--- config.mk ---
export PLATFORM = sky130hd
export DESIGN_NAME = ahb_lite_master_port_flat
export DESIGN_NICKNAME = d
export VERILOG_FILES = /design/src/rtl/ahb_lite_master_port_if.sv /design/src/rtl/ahb_lite_master_port.sv /design/src/flat_wrapper.sv
export SDC_FILE = /design/constraint.sdc
export NUM_CORES = 1
export LEC_CHECK = 0
export ABC_AREA = 1
export BUFFER_PORTS_ARGS = -buffer_cell sky130_fd_sc_hd__buf_4
export CAP_MARGIN = 10
export CORE_ASPECT_RATIO = 0.8
export CORE_MARGIN = 1
export CORE_UTILIZATION = 30
export DETAILED_ROUTE_END_ITERATION = 16
export PLACE_DENSITY_LB_ADDON = 0.1
export SKIP_LAST_GASP = 1
export SLEW_MARGIN = 10
export SYNTH_ARGS = -nofsm -noshare
export SYNTH_HDL_FRONTEND = slang
export SYNTH_SLANG_ARGS = --single-unit
--- constraint.sdc ---
create_clock -name HCLK -period 1.2 [get_ports HCLK]
set_clock_uncertainty 0.05 [all_clocks]
set_input_delay 0.06 -clock HCLK [delete_from_list [all_inputs] [get_ports HCLK]]
set_output_delay 0.06 -clock HCLK [all_outputs]
set_load 0.02 [all_outputs]
--- src/rtl/ahb_lite_master_port_if.sv ---
// ahb_lite_master_port_if: command/response handshake plus AHB-Lite master bus signals
interface ahb_lite_master_port_if;
    logic        cmd_valid;
    logic        cmd_ready;
    logic        cmd_write;
    logic [31:0] cmd_addr;
    logic [31:0] cmd_wdata;
    logic        rsp_valid;
    logic [31:0] rsp_rdata;
    logic        rsp_err;
    logic [31:0] HADDR;
    logic [1:0]  HTRANS;
    logic        HWRITE;
    logic [2:0]  HSIZE;
    logic [2:0]  HBURST;
    logic [3:0]  HPROT;
    logic [31:0] HWDATA;
    logic [31:0] HRDATA;
    logic        HREADY;
    logic        HRESP;
    modport master (
        input  cmd_valid, cmd_write, cmd_addr, cmd_wdata, HRDATA, HREADY, HRESP,
        output cmd_ready, rsp_valid, rsp_rdata, rsp_err,
               HADDR, HTRANS, HWRITE, HSIZE, HBURST, HPROT, HWDATA
    );
    modport slave (
        output cmd_valid, cmd_write, cmd_addr, cmd_wdata, HRDATA, HREADY, HRESP,
        input  cmd_ready, rsp_valid, rsp_rdata, rsp_err,
               HADDR, HTRANS, HWRITE, HSIZE, HBURST, HPROT, HWDATA
    );
endinterface

--- src/rtl/ahb_lite_master_port.sv ---
// ahb_lite_master_port: turns a command/response stream into pipelined AHB-Lite single word transfers
module ahb_lite_master_port #(
    parameter logic [3:0] P_HPROT = 4'b0011
) (
    input logic HCLK,
    input logic HRESET,
    ahb_lite_master_port_if.master bus
);
    logic        a_valid;
    logic [31:0] a_wdata;
    logic        d_valid;
    logic        d_write;
    logic        err_hold;
    logic        cancel_pending;
    logic        accept;
    logic        a_done;
    logic        d_done;
    logic        err_first;
    logic        cancel_done;
    assign bus.cmd_ready = !HRESET && !err_hold && !cancel_pending && (!a_valid || bus.HREADY);
    assign accept        = bus.cmd_valid && bus.cmd_ready;
    assign a_done        = a_valid && bus.HREADY;
    assign d_done        = d_valid && bus.HREADY;
    assign err_first     = d_valid && bus.HRESP && !bus.HREADY;
    // the cancelled command retires once the erroring transfer has left the data slot
    assign cancel_done   = cancel_pending && !d_valid;
    assign bus.HTRANS    = a_valid ? 2'b10 : 2'b00;
    assign bus.HSIZE     = 3'b010;
    assign bus.HBURST    = 3'b000;
    assign bus.HPROT     = P_HPROT;
    always_ff @(posedge HCLK) begin
        if (HRESET) begin
            a_valid        <= 1'b0;
            a_wdata        <= '0;
            d_valid        <= 1'b0;
            d_write        <= 1'b0;
            err_hold       <= 1'b0;
            cancel_pending <= 1'b0;
            bus.HADDR      <= '0;
            bus.HWRITE     <= 1'b0;
            bus.HWDATA     <= '0;
            bus.rsp_valid  <= 1'b0;
            bus.rsp_rdata  <= '0;
            bus.rsp_err    <= 1'b0;
        end else begin
            if (accept) begin
                a_valid    <= 1'b1;
                bus.HADDR  <= bus.cmd_addr;
                bus.HWRITE <= bus.cmd_write;
                a_wdata    <= bus.cmd_wdata;
            end else if (a_done || err_first) begin
                a_valid <= 1'b0;
            end
            if (a_done) begin
                d_valid <= 1'b1;
                d_write <= bus.HWRITE;
            end else if (d_done) begin
                d_valid <= 1'b0;
            end
            if (a_done && bus.HWRITE) bus.HWDATA <= a_wdata;
            // first ERROR cycle: stop issuing and drop the queued address phase
            if (err_first) begin
                err_hold <= 1'b1;
                if (a_valid) cancel_pending <= 1'b1;
            end else if (cancel_done) begin
                err_hold       <= 1'b0;
                cancel_pending <= 1'b0;
            end else if (d_done && !cancel_pending) begin
                err_hold <= 1'b0;
            end
            bus.rsp_valid <= d_done || cancel_done;
            bus.rsp_err   <= d_done ? bus.HRESP : cancel_done;
            bus.rsp_rdata <= (d_done && !d_write && !bus.HRESP) ? bus.HRDATA : 32'h0;
        end
    end
endmodule

--- src/flat_wrapper.sv ---
// flat-port wrapper written by rule: the top's interface ports become plain ports
module ahb_lite_master_port_flat 
#(
    parameter logic [3:0] P_HPROT = 4'b0011
)
  (HCLK, HRESET, bus_cmd_valid, bus_cmd_write, bus_cmd_addr, bus_cmd_wdata, bus_HRDATA, bus_HREADY, bus_HRESP, bus_cmd_ready, bus_rsp_valid, bus_rsp_rdata, bus_rsp_err, bus_HADDR, bus_HTRANS, bus_HWRITE, bus_HSIZE, bus_HBURST, bus_HPROT, bus_HWDATA);
  ahb_lite_master_port_if bus_i ();
  input logic HCLK;
  input logic HRESET;
  input wire logic [$bits(bus_i.cmd_valid)-1:0] bus_cmd_valid;
  input wire logic [$bits(bus_i.cmd_write)-1:0] bus_cmd_write;
  input wire logic [$bits(bus_i.cmd_addr)-1:0] bus_cmd_addr;
  input wire logic [$bits(bus_i.cmd_wdata)-1:0] bus_cmd_wdata;
  input wire logic [$bits(bus_i.HRDATA)-1:0] bus_HRDATA;
  input wire logic [$bits(bus_i.HREADY)-1:0] bus_HREADY;
  input wire logic [$bits(bus_i.HRESP)-1:0] bus_HRESP;
  output wire logic [$bits(bus_i.cmd_ready)-1:0] bus_cmd_ready;
  output wire logic [$bits(bus_i.rsp_valid)-1:0] bus_rsp_valid;
  output wire logic [$bits(bus_i.rsp_rdata)-1:0] bus_rsp_rdata;
  output wire logic [$bits(bus_i.rsp_err)-1:0] bus_rsp_err;
  output wire logic [$bits(bus_i.HADDR)-1:0] bus_HADDR;
  output wire logic [$bits(bus_i.HTRANS)-1:0] bus_HTRANS;
  output wire logic [$bits(bus_i.HWRITE)-1:0] bus_HWRITE;
  output wire logic [$bits(bus_i.HSIZE)-1:0] bus_HSIZE;
  output wire logic [$bits(bus_i.HBURST)-1:0] bus_HBURST;
  output wire logic [$bits(bus_i.HPROT)-1:0] bus_HPROT;
  output wire logic [$bits(bus_i.HWDATA)-1:0] bus_HWDATA;
  assign bus_i.cmd_valid = bus_cmd_valid;
  assign bus_i.cmd_write = bus_cmd_write;
  assign bus_i.cmd_addr = bus_cmd_addr;
  assign bus_i.cmd_wdata = bus_cmd_wdata;
  assign bus_i.HRDATA = bus_HRDATA;
  assign bus_i.HREADY = bus_HREADY;
  assign bus_i.HRESP = bus_HRESP;
  assign bus_cmd_ready = bus_i.cmd_ready;
  assign bus_rsp_valid = bus_i.rsp_valid;
  assign bus_rsp_rdata = bus_i.rsp_rdata;
  assign bus_rsp_err = bus_i.rsp_err;
  assign bus_HADDR = bus_i.HADDR;
  assign bus_HTRANS = bus_i.HTRANS;
  assign bus_HWRITE = bus_i.HWRITE;
  assign bus_HSIZE = bus_i.HSIZE;
  assign bus_HBURST = bus_i.HBURST;
  assign bus_HPROT = bus_i.HPROT;
  assign bus_HWDATA = bus_i.HWDATA;
  ahb_lite_master_port #(.P_HPROT(P_HPROT)) u_core (.HCLK(HCLK), .HRESET(HRESET), .bus(bus_i));
endmodule
# Word level (Yosys, flattened, before mapping)

Index checks and enable logic that the tools add are counted.
Widths: inputs -> output; s select.

Flip-flop bits (word level): 136
Latch bits: 0
Memory bits (writable): 0
Bits in read-only memories: 0
Output and inout port bits: 112
Logic and storage cells: 56
Memories: 0

$add $sub $neg: 0
Multiply operators: 0
Div/mod/pow operators: 0
Order comparisons: 0
Equal/unequal tests: 1
Shifts and indexed selects: 0
Mux-type cells: 12
Bitwise operators: 1
Reductions and logical operators: 30

Operator list:

| kind               | count |
|---|---|
| $logic_and 1x1->1  | 13 |
| $mux 1             | 11 |
| $logic_not 1->1    | 8 |
| $reduce_bool 2->1  | 3 |
| $logic_or 1x1->1   | 3 |
| $reduce_bool 3->1  | 1 |
| $mux 2             | 1 |
| $ne 2x1->1 const B | 1 |
| $reduce_and 2->1   | 1 |
| $reduce_or 2->1    | 1 |
| $not 1->1          | 1 |

# Logic depth before layout (Yosys ltp)

Depth in word-level cells: 6
Depth in mapped cells: 8
Depth with buffers taken out: 6

# Worst setup path before layout

OpenSTA, ideal clock, no wires.

Kind: reg-to-reg
Start: reg u_core.bus.HWRITE
End: reg u_core.bus.HWDATA[10] (netlist bit)
Setup time: 0.128 ns
Data arrival time: 1.059 ns
Setup slack: -0.038 ns
Stages on the path, launching flop included: 6
Path buffers: 2
Period minus slack after synthesis: 1.238 ns
Cells stage by stage: dfxtp_1 > nand3_1 > buf_2 > clkbuf_1 > o21ai_0 > a21oi_1

Longest elaborated chain between the ends: 1

Ends and longest elaborated chain:

| what                   | RTL line                      | RTL |
|---|---|---|
| start, declared        | ahb_lite_master_port_if.sv:24 | `HADDR, HTRANS, HWRITE, HSIZE, HBURST, HPROT, HWDATA` |
| start signal, assigned | ahb_lite_master_port.sv:49    | `bus.HWRITE <= bus.cmd_write;` |
| $logic_and 1x1->1      | ahb_lite_master_port.sv:60    | `if (a_done && bus.HWRITE) bus.HWDATA <= a_wdata;` |
| end signal, assigned   | ahb_lite_master_port.sv:60    |  |
| end, declared          | ahb_lite_master_port_if.sv:24 |  |

Every way passes these cells.
A chain may end at the register's enable or synchronous reset.

# Final worst setup path

Start: reg u_core.a_valid
End: reg u_core.bus.HADDR[2] (netlist bit)

Longest elaborated chain between the ends: 4

Ends and longest elaborated chain:

| what                   | RTL line                      | RTL |
|---|---|---|
| start, declared        | ahb_lite_master_port.sv:9     | `logic a_valid;` |
| start signal, assigned | ahb_lite_master_port.sv:33    | `a_valid <= 1'b0;` |
| start signal, assigned | ahb_lite_master_port.sv:47    | `a_valid <= 1'b1;` |
| start signal, assigned | ahb_lite_master_port.sv:52    | `a_valid <= 1'b0;` |
| $logic_not 1->1        | ahb_lite_master_port.sv:20    | `assign bus.cmd_ready = !HRESET && !err_hold && !cancel_pending && (!a_valid \|\| bus.HREADY);` |
| $logic_or 1x1->1       | ahb_lite_master_port.sv:20    |  |
| $logic_and 1x1->1      | ahb_lite_master_port.sv:20    |  |
| $logic_and 1x1->1      | ahb_lite_master_port.sv:21    | `assign accept = bus.cmd_valid && bus.cmd_ready;` |
| end signal, assigned   | ahb_lite_master_port.sv:48    | `bus.HADDR <= bus.cmd_addr;` |
| end, declared          | ahb_lite_master_port_if.sv:24 |  |

Every way passes these cells.

==> impl_metrics.ini <==
[run_status]
outcome = finished, violations left
violations = setup timing

[detailed_routing]
firstDrtPassIters = 5
drt_iter0_markers = 202
remaining_drc_errors = 0
wl_per_cell_microns = 10.7
ant_nets = 0
wl_microns = 13300
top_layer = met4
drt-met1-wl_microns = 6110
avgViaCountPerCell = 3.94
met3_wirelength_microns = 916
vias = 4872
wl_met2_microns = 6030

[placement]
hpwl_microns = 8070
place_congestion = 0.728
placed_cell_area_sq_um = 6830
numPortBuffers = 202
placed_cells = 1102

[critical_path]
crit_path_top_delay_cell = dfxtp_4
start_kind = flip-flop
r2r_cells = 7
worstSetupPathType = flip-flop to flip-flop
end_kind = flip-flop
r2r-end = u_core.bus.HADDR[2]
arrival_ns = 1.52
crit_required_ns = 1.46
path_cells = nand2_4 -> buf_4 -> nand4_4 -> buf_12 -> nand2_1 -> nand2_1 -> nor2_1
critical_path_buf_inv_count = 2
cp_top_family = flip-flops
r2r-start = u_core.a_valid
critPathMaxStageDelay_ns = 0.37
reg2reg_slack_ns = -0.06
worst_path_most_repeated_cell = nand2_1
path_max_fanout = 47

[clock_network]
clkTransAtPathRegs_ns = 0.06
clock-sinks = 136
clk-insertion-delay-late_ns = 0.42
numCtsBuffers = 17
cts_tree = done
cts.path.max_buffers = 2
htree_num_levels = 4
cts.root.buffer_cell = clkbuf_16

[floorplan]
start_util_pct = 30.6
ioPinCount = 214
dieArea_sq_um = 17400
rows = 42
die_y_microns = 118
core_area_sq_um = 16500
die_width_microns = 147

[sta]
worst_slack_ns = -0.0622
tns_ns = -0.859
layout_min_cycle_time_ns = 1.26
finalHoldViolations = 0
slew_viol_final = 0
period_share_pct = 105
max_freq_mhz = 792
setup_viol = 49
rsz0062_at_grt = true

[hold_path]
whs_path_depth = 6
hold_start = bus_HREADY
hold_end = u_core.err_hold
hp-class = input pin to flip-flop

[grt]
grt_pass1_vias = 4504
grt_pass1_wl_microns = 21500
antenna_found_initial = 0
grt-ovfl-total = 0
grt_util_all_layers_pct = 15.6
grt_max_degree = 49

[layout]
fin_nets = 1106
layout-drive-gt1-share_pct = 25.2
layout_common_cells = 208 x buf_4, 166 x nor2_1, 144 x nand2_1, 133 x dfxtp_1, 132 x inv_1
seqCellArea_sq_um = 2730
multiInputGateArea_sq_um = 1620
stdcell_count = 1237
final_util_pct = 51.2
area_growth_pct = 67.2
fillers = 1623
n_antenna_cell = 0
layout_commonest_cell = buf_4
finalInstanceArea_sq_um = 8450

[pwr]
clkPwrFrac_pct = 45.1
combPwrFrac_pct = 12.7
powerDensity_nw_per_um2 = 1340
switchingPower_mw = 2.75
p_leak_nw = 4.33
power_frac_seq_pct = 42.3
switching_share_pct = 24.3
p_int_mw = 8.56
p_total_mw = 11.3
peakVddDrop_mv = 0.909

[synth]
netlist_area_sq_um = 5050
seq_area_frac_synth_pct = 53.9
synth_flop_cell = dfxtp_1
synth.distinct_cells = 16
synth_warnings = 0
synth_cells = 705
synth-edff-count = 0
avgSynthCellArea_sq_um = 7.16
ys_seq_elements = 136
async_flop_share_pct = 0

[flow_run]
maxCapViolCount = 0
## metrics by stage
stage / hold slack [ns] / worst slack (ns)
floorplan: 0.113 / 0.00743
global placement: 0.226 / -0.0315
detailed placement: 0.227 / -0.0202
CTS: -0.204 / -0.0661
global route: 0.0864 / -0.147
finish: 0.0598 / -0.0622
## layout make-up
class | count | share of cell area, %
timing repair buffer | 318 | 32.5
multi-input combinational | 397 | 19.2
clock inverter | 12 | 1.51
inverter | 134 | 5.95
sequential | 136 | 32.3
clock buffer | 20 | 5.29
tap | 220 | 3.26
## kinds of logic after synthesis
group	after synthesis	synth area share, %
other cells	2	0.149
simple gates	316	23.8
flops	136	53.9
compound gates	70	6.99
buf+inv	181	15.2
## cell usage after synthesis, types with 3 or more instances
master | number | area share, %
nor2_1 | 166 | 12
clkbuf_1 | 21 | 1.6
inv_1 | 132 | 9.8
buf_6 | 4 | 0.89
buf_4 | 12 | 1.8
o21ai_0 | 32 | 3.2
buf_2 | 10 | 0.99
nand2_1 | 145 | 11
nand3_1 | 3 | 0.30
dfxtp_1 | 136 | 54
a21oi_1 | 37 | 3.7
## metal layers
layer / track usage (%) / up-vias
li1: - / 2620
met1: 19.0 / 2104
met2: 24.2 / 130
met3: 6.16 / 18
met4: 6.96 / 0
met5: 0 / -
## worst reg2reg max path, stage by stage, from the launching register on
cell,delay (ns)
dfxtp_4,0.37
nand2_4,0.05
buf_4,0.13
nand4_4,0.10
buf_12,0.23
nand2_1,0.12
nand2_1,0.08
nor2_1,0.04
## how the worst max path moves through the flow
stage	startpoint	end	slack (ns)	cells after the start
floorplan	u_core.cancel_pending	u_core.bus.HADDR[22]	0.007	6
global placement	u_core.cancel_pending	u_core.a_wdata[10]	-0.03	5
detailed placement	u_core.cancel_pending	u_core.bus.HADDR[23]	-0.02	5
CTS	u_core.cancel_pending	bus_cmd_ready	-0.07	4
global route	u_core.cancel_pending	u_core.bus.HADDR[11]	-0.15	6
finish	u_core.a_valid	u_core.bus.HADDR[2]	-0.06	7
## power groups by stage
stage          registers [mW]  logic, mW  clock network [mW]
2_1_floorplan            4.98      0.534                   0
3_3_place_gp             4.87       1.16                   0
3_5_place_dp             4.88       1.15                   0
4_1_cts                  4.78       1.42                5.24
5_1_grt                  4.80       1.58                5.47
6_report                 4.78       1.43                5.10
## repair_timing
action,4_1_cts,5_1_grt
resized for setup,2,8
buffers inserted,2,0
pin swaps,2,2
hold buffers,98,3
endpoints found under the setup margin,50,106
hold endpoints to repair,104,7
## registers in the layout, summed over array words and instances, names as in the netlist
name / count
u_core.a_valid: 1
u_core.cancel_pending: 1
u_core.bus.HWDATA: 32
u_core.bus.rsp_rdata: 32
u_core.a_wdata: 32
u_core.bus.HADDR: 32
u_core.bus.rsp_valid: 1
u_core.d_valid: 1
u_core.bus.rsp_err: 1
u_core.err_hold: 1
u_core.d_write: 1
u_core.bus.HWRITE: 1
(Power assumes the default switching activity.)
